==> config.mk <==
export PLATFORM = sky130hd
export DESIGN_NAME = spi_mem_arb
export DESIGN_NICKNAME = d
export VERILOG_FILES = /design/src/rtl/spi_arb_pkg.sv /design/src/rtl/spi_arb_mux.sv /design/src/rtl/spi_mem_arb.sv
export SDC_FILE = /design/constraint.sdc
export NUM_CORES = 1
export LEC_CHECK = 0
export BUFFER_PORTS_ARGS = -buffer_cell sky130_fd_sc_hd__clkbuf_2
export CAP_MARGIN = 20
export CORE_MARGIN = 1
export CORE_UTILIZATION = 47
export CTS_CLUSTER_SIZE = 28
export DETAILED_ROUTE_END_ITERATION = 12
export PLACE_DENSITY_LB_ADDON = 0.1
export SYNTH_ARGS = -nofsm -noshare
export SYNTH_HDL_FRONTEND = slang
export SYNTH_SLANG_ARGS = --single-unit
==> constraint.sdc <==
create_clock -name clk -period 1.6 [get_ports clk]
set_clock_uncertainty 0.15 [all_clocks]
set_input_delay 0.08 -clock clk [delete_from_list [all_inputs] [get_ports clk]]
set_output_delay 0.08 -clock clk [all_outputs]
set_load 0.03 [all_outputs]
==> src/rtl/spi_arb_pkg.sv <==
// Shared encodings for the memory SPI arbiter: owner codes, FSM states and
// the round-robin pick used whenever the bus is free.
package spi_arb_pkg;

   localparam logic [1:0] OWN_NONE = 2'b00;
   localparam logic [1:0] OWN_R0   = 2'b01;
   localparam logic [1:0] OWN_R1   = 2'b10;

   typedef enum logic [1:0] {
      IDLE  = 2'd0,
      OWN0  = 2'd1,
      OWN1  = 2'd2,
      GUARD = 2'd3
   } state_t;

   // last = 1 means r1 owned most recently, so r0 wins a tie.
   function automatic state_t arb_pick(input logic r0, input logic r1, input logic last);
      state_t pick;
      if (r0 && r1) begin
         pick = last ? OWN0 : OWN1;
      end else if (r0) begin
         pick = OWN0;
      end else if (r1) begin
         pick = OWN1;
      end else begin
         pick = IDLE;
      end
      return pick;
   endfunction

endpackage

==> src/rtl/spi_arb_mux.sv <==
// Combinational steering of the shared SPI pads: the owner's drive reaches
// the bus, everyone else sees idle levels and miso held high.
module spi_arb_mux
   import spi_arb_pkg::*;
#(
   parameter int NCS  = 2,
   parameter bit CPOL = 1'b0
) (
   input  logic [1:0]     owner,
   input  logic           r0_sclk,
   input  logic           r0_mosi,
   input  logic [NCS-1:0] r0_cs_n,
   input  logic           r1_sclk,
   input  logic           r1_mosi,
   input  logic [NCS-1:0] r1_cs_n,
   input  logic           bus_miso,
   output logic           bus_sclk,
   output logic           bus_mosi,
   output logic [NCS-1:0] bus_cs_n,
   output logic           r0_miso,
   output logic           r1_miso
);

   always_comb begin
      bus_sclk = CPOL;
      bus_mosi = 1'b0;
      bus_cs_n = '1;
      r0_miso  = 1'b1;
      r1_miso  = 1'b1;
      case (owner)
         OWN_R0: begin
            bus_sclk = r0_sclk;
            bus_mosi = r0_mosi;
            bus_cs_n = r0_cs_n;
            r0_miso  = bus_miso;
         end
         OWN_R1: begin
            bus_sclk = r1_sclk;
            bus_mosi = r1_mosi;
            bus_cs_n = r1_cs_n;
            r1_miso  = bus_miso;
         end
         default: ;
      endcase
   end

endmodule

==> src/rtl/spi_mem_arb.sv <==
// Round-robin, whole-transaction arbiter for the shared flash/PSRAM SPI port,
// with a deselect guard between owners and a sticky over-long-hold flag.
module spi_mem_arb
   import spi_arb_pkg::*;
#(
   parameter int NCS       = 2,
   parameter int GUARD_CYC = 4,
   parameter int MAX_HOLD  = 192,
   parameter bit CPOL      = 1'b0,
   parameter int HW        = 8
) (
   input  logic           clk,
   input  logic           reset,
   input  logic           r0_req,
   output logic           r0_gnt,
   input  logic           r0_sclk,
   input  logic           r0_mosi,
   input  logic [NCS-1:0] r0_cs_n,
   output logic           r0_miso,
   input  logic           r1_req,
   output logic           r1_gnt,
   input  logic           r1_sclk,
   input  logic           r1_mosi,
   input  logic [NCS-1:0] r1_cs_n,
   output logic           r1_miso,
   output logic           bus_sclk,
   output logic           bus_mosi,
   output logic [NCS-1:0] bus_cs_n,
   input  logic           bus_miso,
   output logic [1:0]     owner,
   output logic           ovr,
   input  logic           ovr_clr
);

   localparam logic [HW-1:0] GUARD_LAST = HW'(GUARD_CYC - 1);
   localparam logic [HW-1:0] HOLD_LIM   = HW'(MAX_HOLD);
   localparam bit            HOLD_EN    = (MAX_HOLD != 0);

   state_t        state_q, state_d;
   logic          last_q, last_d;
   logic [HW-1:0] guard_q, guard_d;
   logic [HW-1:0] hold_q, hold_d;
   logic          ovr_q, ovr_d;
   logic          owned;

   always_ff @(posedge clk or posedge reset) begin
      if (reset) begin
         state_q <= IDLE;
         last_q  <= 1'b1;
         guard_q <= '0;
         hold_q  <= '0;
         ovr_q   <= 1'b0;
      end else begin
         state_q <= state_d;
         last_q  <= last_d;
         guard_q <= guard_d;
         hold_q  <= hold_d;
         ovr_q   <= ovr_d;
      end
   end

   assign owned = (state_q == OWN0) || (state_q == OWN1);

   always_comb begin
      state_d = state_q;
      last_d  = last_q;
      case (state_q)
         IDLE:  state_d = arb_pick(r0_req, r1_req, last_q);
         OWN0: begin
            if (!r0_req) begin
               state_d = GUARD;
               last_d  = 1'b0;
            end
         end
         OWN1: begin
            if (!r1_req) begin
               state_d = GUARD;
               last_d  = 1'b1;
            end
         end
         // The last guard edge arbitrates directly so no idle cycle is added.
         GUARD: begin
            if (guard_q == GUARD_LAST) begin
               state_d = arb_pick(r0_req, r1_req, last_q);
            end
         end
         default: state_d = IDLE;
      endcase

      guard_d = (state_q == GUARD) ? guard_q + 1'b1 : '0;

      // Held at zero outside ownership so each grant starts counting from 0.
      hold_d = '0;
      if (owned) begin
         hold_d = (hold_q == '1) ? hold_q : hold_q + 1'b1;
      end

      ovr_d = ovr_q;
      if (ovr_clr) begin
         ovr_d = 1'b0;
      end
      if (HOLD_EN && owned && (hold_q == HOLD_LIM)) begin
         ovr_d = 1'b1;
      end
   end

   always_comb begin
      r0_gnt = 1'b0;
      r1_gnt = 1'b0;
      owner  = OWN_NONE;
      case (state_q)
         OWN0: begin
            r0_gnt = 1'b1;
            owner  = OWN_R0;
         end
         OWN1: begin
            r1_gnt = 1'b1;
            owner  = OWN_R1;
         end
         default: ;
      endcase
   end

   assign ovr = ovr_q;

   spi_arb_mux #(
      .NCS  (NCS),
      .CPOL (CPOL)
   ) u_mux (
      .owner    (owner),
      .r0_sclk  (r0_sclk),
      .r0_mosi  (r0_mosi),
      .r0_cs_n  (r0_cs_n),
      .r1_sclk  (r1_sclk),
      .r1_mosi  (r1_mosi),
      .r1_cs_n  (r1_cs_n),
      .bus_miso (bus_miso),
      .bus_sclk (bus_sclk),
      .bus_mosi (bus_mosi),
      .bus_cs_n (bus_cs_n),
      .r0_miso  (r0_miso),
      .r1_miso  (r1_miso)
   );

endmodule

=== Yosys cells after proc, flatten, opt, wreduce, memory -nomap -nowiden ===
Cells that the tools add are included.
Widths: inputs -> output; s select.

* Logic and storage cells: 51
* Register bits: 20
* Output and inout bits: 11
* Bits of input ports: 14

* $add $sub $neg: 2
* Reduce and logical (&&, ||, !) cells: 8
* Equal/unequal tests: 12
* Muxes and demuxes: 24

{| class="wikitable"
|+ Operators with widths
! cell !! count
|-
| $mux 8 || 3
|-
| $add 8x1->8 const B || 2
|-
| $eq 8x8->1 const B || 2
|-
| $mux 2 || 7
|-
| $eq 8x2->1 const B || 1
|-
| $mux 1 || 8
|-
| $ne 2x2->1 const B || 4
|-
| $pmux 2 s2 || 2
|-
| $pmux 2 s4 || 1
|-
| $eq 2x2->1 const B || 3
|-
| $pmux 1 s2 || 3
|-
| $reduce_and 3->1 || 2
|-
| $eq 2x1->1 const B || 2
|-
| $reduce_bool 2->1 || 2
|-
| $logic_and 1x1->1 || 2
|-
| $logic_not 2->1 || 1
|-
| $logic_or 1x1->1 || 1
|}

=== Longest topological paths before layout ===
Gate-level depths: netlist of run 1.

* Word-level depth: 5
* Gate-level depth with buffers: 6
* Depth with buffers taken out: 5

=== Modules after synthesis ===
A second synthesis of run 1 with hierarchy kept.

* Cells, all modules: 118
* Area, all modules: 1146.1 um^2

{| class="wikitable"
|+ Modules (own cells, without submodules)
! module !! area an instance (um^2) !! seq. area each (um^2) !! times used !! cells each
|-
| spi_mem_arb || 1058.5 || 501.7 || 1 || 106
|-
| spi_arb_mux || 87.6 || 0.0 || 1 || 12
|}

=== Worst setup path before layout of run 1 ===
Ideal clock, no wire load.

* Path kind: register to register
* Start point: register guard_q[0]
* End point: register state_q[0]
* Path slack: -0.155 ns
* Required time: 1.363 ns
* Setup time: 0.087 ns
* Buffers on the path: 0
* Stages on the path, launching flop included: 6
* Data arrival time: 1.517 ns
* Period minus slack after synthesis: 1.755 ns
* Cell sequence: dfrtp_1 ha_1 or4b_1 o41ai_2 nand2_1 a22oi_1

* Cells in the longest elaborated chain, start to end: 3

{| class="wikitable"
|+ Ends and longest elaborated chain
! what !! RTL line !! RTL
|-
| from (decl) || spi_mem_arb.sv:41 || <nowiki>logic [HW-1:0] guard_q, guard_d;</nowiki>
|-
| from (signal assigned) || spi_mem_arb.sv:56 || <nowiki>guard_q <= guard_d;</nowiki>
|-
| $eq 8x2->1 || spi_mem_arb.sv:83 || <nowiki>if (guard_q == GUARD_LAST) begin</nowiki>
|-
| $ne 2x2->1 (no line) || - ||
|-
| $reduce_and 3->1 (no line) || - ||
|-
| to (signal assigned) || spi_mem_arb.sv:54 || <nowiki>state_q <= state_d;</nowiki>
|-
| to (decl) || spi_mem_arb.sv:39 || <nowiki>state_t state_q, state_d;</nowiki>
|}

Every way passes these cells.
A chain may end at the register's enable or synchronous reset.

=== Final worst setup path of run 1 ===
* Start point: register state_q[0]
* End point: output port bus_cs_n[0]

* Cells in the longest elaborated chain, start to end: 4
* Elaborated cells between the ends (all ways): 6
* Those cells by class: eq/ne (4); mux (2)

{| class="wikitable"
|+ Ends and longest elaborated chain
! what !! RTL line !! RTL
|-
| $eq 2x2->1 / $eq 2x1->1 (equally long branches) || spi_mem_arb.sv:111 || <nowiki>case (state_q)</nowiki>
|-
| $pmux 2 s2 (*) || spi_mem_arb.sv:111 ||
|-
| $eq 2x2->1 / $eq 2x1->1 (equally long branches) || spi_arb_mux.sv:30 || <nowiki>case (owner)</nowiki>
|-
| $pmux 2 s2 (*) || spi_arb_mux.sv:30 ||
|-
| to (decl) || spi_mem_arb.sv:28 || <nowiki>output logic [NCS-1:0] bus_cs_n,</nowiki>
|}

Every way passes the cells marked *; elsewhere a longest branch is shown, timed or not.

==> results of run 1 <==
-- flip-flops by register name, summed over array words and instances (netlist names) --
register / count
last_q: 1
ovr: 1
guard_q: 8
hold_q: 8
state_q: 2
-- cell usage after synthesis (all sizes together), types with 3 or more instances --
| master | instances |
|---|---|
| xor2 | 4 |
| nand2 | 4 |
| nand3 | 6 |
| a22oi | 4 |
| xnor2 | 5 |
| and2 | 7 |
| a31oi | 3 |
| ha | 8 |
| nor3 | 3 |
| inv | 8 |
| and3 | 4 |
| dfrtp | 19 |
| nor2 | 5 |
-- metal layers --
| metal | up-vias | part of all wire (%) |
|---|---|---|
| met5 | - | 0 |
| met4 | 0 | 1.3 |
| met2 | 28 | 50 |
| met1 | 467 | 46 |
| li1 | 474 | - |
| met3 | 4 | 2.8 |
-- stage by stage --
step | cell area (um2) | hold WS, ps
2_1_floorplan | 1130 | -107
3_3_place_gp | 1350 | -45.2
3_5_place_dp | 1350 | -48.6
4_1_cts | 1540 | 11.4
5_1_grt | 1610 | 62.3
6_report | 1610 | 61.8
-- worst register-to-register path, cell delays in order, from the launching register on --
cell and delay (ps):
dfrtp_1 370, ha_2 170, or4b_4 470, o41ai_4 230, nand2_1 130, a22oi_1 180
-- power breakdown --
part	internal [mW]	leakage (nW)	total (mW)	switching, mW
registers	0.607	0.265	0.696	0.0893
logic	0.888	0.496	1.77	0.878
clock network	0.0973	0.0150	0.256	0.158
total	1.59	0.776	2.72	1.13
-- path summary, 6_finish.rpt --
kind	end	startpoint	depth (start not counted)
min reg2reg	guard_q[0]	guard_q[0]	2
min	last_q	r0_req	4
max	bus_cs_n[0]	state_q[0]	4
max reg2reg	state_q[0]	guard_q[0]	5
max in group asynchronous	last_q	reset	4
min in group asynchronous	hold_q[6]	reset	4
-- cell usage in the layout, fill, tap and decap left out, types with 2 or more instances in the layout --
cell,Yosys,final
xor2_1,4,4
a211oi_1,2,2
xnor2_1,5,5
nand3_1,6,6
ha_1,8,4
buf_6,0,2
a22oi_2,1,3
nor3_2,0,2
clkbuf_4,0,4
dlygate4sd3_1,0,3
clkbuf_2,0,18
buf_8,0,5
nor2_1,5,3
a31oi_1,3,3
and3_1,4,4
dfrtp_1,19,19
and2_1,7,7
inv_2,0,2
buf_4,1,15
o21bai_1,2,2
inv_1,8,6
nor2_4,0,2
nand2_1,4,4
or2_1,2,2
nand2b_1,2,2
a21oi_1,2,2
ha_4,0,3
-- cells by family (layout without fill, tap and decap cells) --
kind of cell    after synthesis  after routing  share of synthesized area, %
compound gates               21             21                          14.5
xor+xnor                      9              9                          7.04
fa+ha+maj                     8              8                          8.94
buf+inv                      11             57                          4.02
flops                        20             20                          44.8
mux                           1              1                         0.894
simple gates                 39             39                          19.8
-- area by class of cell --
type,instances,share of cell area [%]
Clock buffer,4,1.63
Tap cell,28,2.18
Multi-Input combinational cell,78,41.3
Inverter,8,1.87
Sequential cell,20,31.2
Timing Repair Buffer,45,21.9
-- what timing repair did --
action,in CTS,in global routing
setup endpoints to repair,11,16
setup buffers,5,2
resized for setup,20,15
endpoints found under the hold margin,22,0
pin swaps,1,4
hold buffers,3,0
==> metrics, run 1 <==
outcome complete, but fails checks; failing checks negative setup slack; max_cap viols 0; DRT Pass-1 Iters 4; Finished Core Util slightly above 70%; Post-synth EDFFs 0; Clk Latency, worst-skew pair 310 ps; via count between 900 and 1000; critical path class reg -> out; Critical Path RT approximately 1400 ps; Num Clock Sinks 20; CTS clk-pin slew, worst paths between 100 and 150 ps; fillers between 150 and 200; Max FO, Critical Path 6; Warnings, synthesis 0; Reg2Reg Setup Slack -170 ps; gr busiest metal met2; total die area between 2000 and 3000 um2; CP Capture Type primary output; critical path's slowest cell dfrtp_1; core area around 2200 um2; Storage cell area approximately 500 um2; CTS H-tree depth 1; RSZ-0062 raised after global routing true; Synth area leader dfrtp_1; GR Layer Usage met1 about a quarter; Multi-input gate area ~660 um2; prevailing post-synth register cell dfrtp_1; CTS Buffer Depth 2; Bufs and invs on worst path 2; synthesized area around 1100 um2; critical-path cell list inv_2, ha_4, a221o_2, buf_8; Tcrit/Tclk final 112%; Synth top area share ~42%; Pwr Total about 2.7 mW; Routed WL between 2000 and 3000 um; first-pass GRT wire length ~3900 um; RD Place Congestion between 0.7 and 0.8; n_diodes 0; Min-Delay Path Class in -> reg; met2 Usage GRT a little under two fifths; setup ws final -194 ps; syn avg cell area between 10 and 15 um2; post-route insts no fill roughly 180; DP Worst Slack -170 ps; Area Growth Syn to Fin 43.7%; Post-DRT Antenna Nets 0; Cells after DPL 169; Sum Neg Setup Slack -890 ps; worst rel slew slack between 80% and 90%; Die H 50.8 um; initial antenna violation count 0; dpl hpwl 1590 um; Nets around 180; Final setup viols 6; Period minus WS final ~1800 ps; CTS tree done; CTS buffer count 3; I/O Buffers 24; Vias/cell 5.32; largest cells by area after synthesis dfrtp_1 42%, ha_1 8.9%, and2_1 3.9%; largest net degree at the start of global routing 21; DIE WIDTH a little over 50 um; fraction of layout cells with a size suffix above 1 40.0%; I/O pin count 25; power density cells between 1500 and 2000 nW/um2; Cells after Synth between 100 and 150; DR WL/cell between 10 and 15 um; final hold vios 0; VDD IR-drop max about 1.1 mV; Starting Density about 50%; sequential area share after synthesis 44.8%; grt met3 use ~2.1%; gr ovfl total 0; Leakage ~0.78 nW; CP arrival between 1500 and 2000 ps; startpoint types flip-flop; Clock Tree Root clkbuf_4; Remaining DRCs 0; row count 17; vias in the first global route 931; max-slew violation count 0; Mapped Nets roughly 130; Synth cell types 36; Async SR Flop Fraction between 90% and 100%; drt initial violations 30; worst-margin pin slew 260 ps; CP top delay family flip-flops; critical path's largest stage delay between 400 and 500 ps; post-synthesis register bit count 20; All-Layer GR Usage 20.6%; Max Clk Rate ~560 MHz
(Power assumes the default switching activity.)
==> run 2, diff against run 1 <==
--- a/config.mk
+++ b/config.mk
@@ -6,9 +6,9 @@
 export NUM_CORES = 1
 export LEC_CHECK = 0
 export BUFFER_PORTS_ARGS = -buffer_cell sky130_fd_sc_hd__clkbuf_2
-export CAP_MARGIN = 20
+export CAP_MARGIN = 15
 export CORE_MARGIN = 1
-export CORE_UTILIZATION = 47
+export CORE_UTILIZATION = 52
 export CTS_CLUSTER_SIZE = 28
 export DETAILED_ROUTE_END_ITERATION = 12
 export PLACE_DENSITY_LB_ADDON = 0.1
==> constraint.sdc (replaced) <==
create_clock -name clk -period 1.7 [get_ports clk]
set_clock_uncertainty 0.15 [all_clocks]
set_input_delay 0.17 -clock clk [delete_from_list [all_inputs] [get_ports clk]]
set_output_delay 0.17 -clock clk [all_outputs]
set_load 0.03 [all_outputs]
==> run 2 against run 1 <==
The run still ends with negative setup slack left. Critical path type is now reg -> reg. Wire length is 3.6% lower. Clock power up 52%. Critical endpoint is now state_q[0]. Register-to-register slack improved by 20 ps.
==> metrics, run 2 (synthesized netlist as in run 1, its figures left out) <==
first-pass GRT wire length 4230 um (was 3890 um); Routed WL 2460 um (was 2560 um); RSZ-0062 raised after global routing true (unchanged); CTS H-tree depth 1 (unchanged); outcome complete, but fails checks (unchanged); Starting Density 55.9% (was 50.1%); Tcrit/Tclk final 109%; Cells after DPL 165 (was 169); n_diodes 0 (unchanged); max-slew violation count 0 (unchanged); vias in the first global route 931 (unchanged); initial antenna violation count 0 (unchanged); power density cells 1660 nW/um2 (was 1690 nW/um2); dpl hpwl 1540 um (was 1590 um); Vias/cell 5.38 (was 5.32); failing checks negative setup slack (unchanged); Clock Tree Root clkbuf_4 (unchanged); DR WL/cell 13.8 um (was 14.0 um); All-Layer GR Usage 23.5% (was 20.6%); critical path class reg -> reg (was reg -> out); Num Clock Sinks 20 (unchanged); critical-path cell list ha_2, or4b_4, o41ai_4, nand2_2, a22oi_2 (was inv_2, ha_4, a221o_2, buf_8); Leakage 0.765 nW (was 0.776 nW); post-route insts no fill 178 (was 183); Top Registers guard_q x8, hold_q x8, state_q x2 (unchanged); row count 16 (was 17); fillers 131 (was 162); CTS Buffer Depth 2 (unchanged); max_cap viols 0 (unchanged); DP Worst Slack -97.9 ps (was -170 ps); DRT Pass-1 Iters 4 (unchanged); Area Growth Syn to Fin 38.7% (was 43.7%); CP Capture Type flip-flop (was primary output); CTS tree done (unchanged); Die H 48.4 um (was 50.8 um); CTS buffer count 3 (unchanged); total die area 2340 um2 (was 2580 um2); Final Instance Area 1550 um2 (was 1610 um2); critical path's slowest cell or4b_4 (was dfrtp_1); Clk Latency, worst-skew pair 300 ps (was 310 ps); worst-margin pin slew 379 ps (was 260 ps); gr ovfl total 0 (unchanged); I/O Buffers 24 (unchanged); Max FO, Critical Path 2 (was 6); worst rel slew slack 74.5% (was 82.7%); Placed Area 1330 um2 (was 1350 um2); final hold vios 0 (unchanged); VDD IR-drop max 0.860 mV (was 1.10 mV); I/O pin count 25 (unchanged); Max Clk Rate ~540 MHz; startpoint types flip-flop (unchanged); most frequent cells in the layout 20 x clkbuf_2, 19 x dfrtp_1, 13 x buf_4 (was 19 x dfrtp_1, 18 x clkbuf_2, 15 x buf_4); CTS clk-pin slew, worst paths 120 ps (was 110 ps); fraction of layout cells with a size suffix above 1 37.1% (was 40.0%); Sum Neg Setup Slack -806 ps (was -890 ps); Nets 174 (was 178); core area 2000 um2 (was 2230 um2); RD Place Congestion 0.780 (was 0.744); commonest non-fill, non-tap cell in the layout clkbuf_2 (was dfrtp_1); largest net degree at the start of global routing 21 (unchanged); DIE WIDTH 48.4 um (was 50.8 um); Final setup viols 7 (was 6); Finished Core Util 77.6% (was 72.0%); CP arrival 1940 ps (was 1560 ps); via count 957 (was 973); Post-DRT Antenna Nets 0 (unchanged); drt initial violations 12 (was 30); Remaining DRCs 0 (unchanged); Period minus WS final 1850 ps; Min-Delay Path Class in -> reg (unchanged); setup ws final -148 ps (was -194 ps); Critical Path RT 1790 ps (was 1370 ps); critical path's largest stage delay 470 ps (was 440 ps)
==> run 2: cell types whose count changed in the layout (fill, tap and decap cells not counted), sizes merged <==
cell / change
buf: -7
bufinv: +1
dlygate4sd3: -1
clkbuf: +3
==> run 2: path summary, 6_finish.rpt <==
kind | cells after the start | slack, ps | from | to
worst max-delay path | 5 | -150 | guard_q[0] | state_q[0]
worst min-delay path | 3 | 70 | r1_req | state_q[1]
worst max register to register | 5 | -150 | guard_q[0] | state_q[0]
worst min register to register | 2 | 400 | ovr | ovr
max in group asynchronous | 4 | 880 | reset | last_q
min in group asynchronous | 4 | 240 | reset | hold_q[0]
==> run 2: cell type report <==
cell class | count | area [um2] | area share [%]
multi-input cells | 78 | 631 | 40.6
clock buffers | 3 | 22.5 | 1.45
repair buffers | 41 | 304 | 19.6
well taps | 27 | 33.8 | 2.18
clock inverters | 1 | 30.0 | 1.93
inverters | 8 | 30.0 | 1.93
flip-flops and latches | 20 | 502 | 32.3
==> run 2: critical path, delay by kind of cell (launching register included) <==
family                   cells  cell delay (ps)
AND/OR/NAND/NOR              2              600
AO/OA/AOI/OAI                2              470
flip-flops                   1              380
adder cells (fa/ha/maj)      1              180
==> run 2: repair_timing <==
item / in CTS / in global routing
hold endpoints to repair: 21 / 0
endpoints found under the setup margin: 10 / 10
gates resized for setup: 16 / 3
buffers inserted: 4 / 3
hold buffers: 2 / 0
pin swaps: 0 / 1
==> run 2: where the power goes <==
group	internal [mW]	total [mW]	switching [mW]	leakage, nW
sequential	0.571	0.651	0.0803	0.265
clock	0.238	0.390	0.152	0.0279
combinational	0.758	1.53	0.775	0.472
==> run 2: metrics by stage <==
| stage | hold slack [ps] | total power [mW] |
|---|---|---|
| 6_report | 73.6 | 2.57 |
| 5_1_grt | 92.5 | 2.73 |
| 4_1_cts | 63.5 | 2.47 |
| 3_5_place_dp | 40.2 | 1.74 |
| 3_3_place_gp | 34.8 | 1.71 |
| 2_1_floorplan | -16.9 | 1.44 |
==> run 2: routing by layer <==
layer	GRT usage (%)	up-vias	wire (um)	part of all wire, %
li1	-	473	-	-
met3	4.09	5	46	1.9
met5	0	-	0	0
met1	30.1	467	1110	45
met4	8.82	0	41	1.7
met2	39.9	12	1270	51
==> run 3, diff against run 2 <==
==> constraint.sdc (replaced) <==
create_clock -name clk -period 1.7 [get_ports clk]
set_clock_uncertainty 0.15 [all_clocks]
set_input_delay 0.34 -clock clk [delete_from_list [all_inputs] [get_ports clk]]
set_output_delay 0.34 -clock clk [all_outputs]
set_load 0.03 [all_outputs]
==> run 3 against run 2 <==
Sequential share of layout area decreased by 3.3 points. Cell count increased by 3.4%. Critical path depth increased by 1. First-iteration DRC count increased by 120%. The flow still finishes with violations (negative setup slack). Worst hold slack better by 3.2 ps. Register-to-register slack got worse by 90 ps. Wire length up 55%. Largest cell class unchanged. Sequential cell count is the same. Via count rose by 15%. Clock power rose by 6.7%.
==> metrics, run 3 (synthesized netlist as in run 1, its figures left out) <==
outcome complete, but fails checks (unchanged); failing checks negative setup slack (unchanged); Area Growth Syn to Fin 54.9% (was 38.7%); Clock Tree Root clkbuf_4 (unchanged); vias in the first global route 1126 (was 931); Die H 48.4 um (unchanged); worst r2r src guard_q[0] (unchanged); Cells after DPL 169 (was 165); Period minus WS final 2080 ps (was 1850 ps); DIE WIDTH 48.4 um (unchanged); dpl hpwl 1720 um (was 1540 um); Finished Core Util 86.6% (was 77.6%); I/O pin count 25 (unchanged); commonest non-fill, non-tap cell in the layout dfrtp_1 (was clkbuf_2); Num Clock Sinks 20 (unchanged); worst rel slew slack 79.7% (was 74.5%); CTS buffer count 3 (unchanged); fillers 101 (was 131); total die area 2340 um2 (unchanged); largest net degree at the start of global routing 20 (was 21); first-pass GRT wire length 5550 um (was 4230 um); CTS tree done (unchanged); post-route insts no fill 184 (was 178); Pwr Total 3.10 mW (was 2.57 mW); Remaining DRCs 0 (unchanged); worst-margin pin slew 304 ps (was 379 ps); Reg2Reg Setup Slack -240 ps (was -150 ps); setup ws final -383 ps (was -148 ps); Nets 180 (was 174); r2r endpoint state_q[1] (was state_q[0]); Final setup viols 13 (was 7); Sum Neg Setup Slack -3120 ps (was -806 ps); CTS Buffer Depth 2 (unchanged); via count 1096 (was 957); Leakage 0.823 nW (was 0.765 nW); max-slew violation count 0 (unchanged); Post-DRT Antenna Nets 0 (unchanged); Routed WL 3830 um (was 2460 um); CTS H-tree depth 1 (unchanged); RD Place Congestion 0.809 (was 0.780); core area 2000 um2 (unchanged); Clk Latency, worst-skew pair 340 ps (was 300 ps); CP arrival 1590 ps (was 1940 ps); Starting Density 55.9% (unchanged); n_diodes 0 (unchanged); initial antenna violation count 0 (unchanged); routed wire length on met2 1970 um (was 1270 um); max_cap viols 0 (unchanged); CP Capture Type primary output (was flip-flop); VDD IR-drop max 1.26 mV (was 0.860 mV); M1 WL 1490 um (was 1110 um); DR WL/cell 20.8 um (was 13.8 um); gr ovfl total 0 (unchanged); CP Capture Point bus_sclk (was state_q[0]); row count 16 (unchanged); final hold vios 0 (unchanged); Top Registers guard_q x8, hold_q x8, state_q x2 (unchanged); Max Clk Rate 480 MHz (was 541 MHz); Critical Path RT 1210 ps (was 1790 ps); Tcrit/Tclk final 123% (was 109%); Min-Delay Path Class in -> reg (unchanged); Setup crit start state_q[1] (was guard_q[0]); Max Used Layer met4 (unchanged); most frequent cells in the layout 18 x dfrtp_1, 17 x buf_4, 14 x clkbuf_2 (was 20 x clkbuf_2, 19 x dfrtp_1, 13 x buf_4); I/O Buffers 24 (unchanged); met3 routed WL 212 um (was 46 um); CTS clk-pin slew, worst paths 140 ps (was 120 ps); drt initial violations 26 (was 12); Max FO, Critical Path 4 (was 2); startpoint types flip-flop (unchanged); fraction of layout cells with a size suffix above 1 49.0% (was 37.1%); RSZ-0062 raised after global routing true (unchanged); Vias/cell 5.96 (was 5.38); critical path class reg -> out (was reg -> reg); DRT Pass-1 Iters 4 (unchanged); Reg2Reg Depth 5 (unchanged); power density cells 1790 nW/um2 (was 1660 nW/um2); All-Layer GR Usage 32.3% (was 23.5%)
[run 3: routing by layer]
layer	track usage [%]	vias to the layer above
li1	-	484
met1	35.0	544
met2	61.3	53
met3	5.03	15
met4	14.7	0
met5	0	-
[run 3: how the worst min path moves through the flow]
stage,depth (start not counted),startpoint,slack (ps),end
floorplan,1,reset,150,guard_q[0]
global placement,2,reset,190,last_q
detailed placement,2,reset,200,last_q
CTS,2,ovr_clr,50,ovr
global route,2,ovr_clr,90,ovr
finish,2,ovr_clr,80,ovr
[run 3: worst max-delay path, cell delays in order, from the launching register on]
cell and delay [ps]:
dfrtp_2 460, inv_2 70, ha_4 180, buf_6 120, a22oi_2 210, nor2_4 80, buf_8 140
[run 3: cell type report]
type                    count  area [um2]  share of cell area [%]
flip-flops and latches     20         503                    29.0
repair buffers             47         410                    23.7
clock inverters             1        30.0                    1.73
multi-input cells          78         704                    40.6
inverters                   8        30.0                    1.73
clock buffers               3        22.5                    1.30
well taps                  27        33.8                    1.95
[run 3: report_power, final]
part / switching [mW] / leakage (nW) / total, mW / internal (mW)
sequential: 0.100 / 0.264 / 0.673 / 0.573
combinational: 0.985 / 0.531 / 2.01 / 1.03
clock: 0.177 / 0.0279 / 0.416 / 0.239
total: 1.26 / 0.823 / 3.10 / 1.84
[run 3: timing repair]
action	4_1_cts	5_1_grt
hold buffers	1	0
setup endpoints to repair	12	14
pin swaps	3	3
setup buffers	7	6
endpoints found under the hold margin	20	0
resized for setup	34	20
[run 3: stage by stage]
stage	cell area [um2]	hold WS (ps)	worst slack (ps)
after floorplan	1150	153	-48.1
after global placement	1370	190	-48.3
after detailed placement	1370	195	-84.3
after CTS	1650	50.9	-356
after global routing	1730	87.7	-413
final	1730	76.8	-383
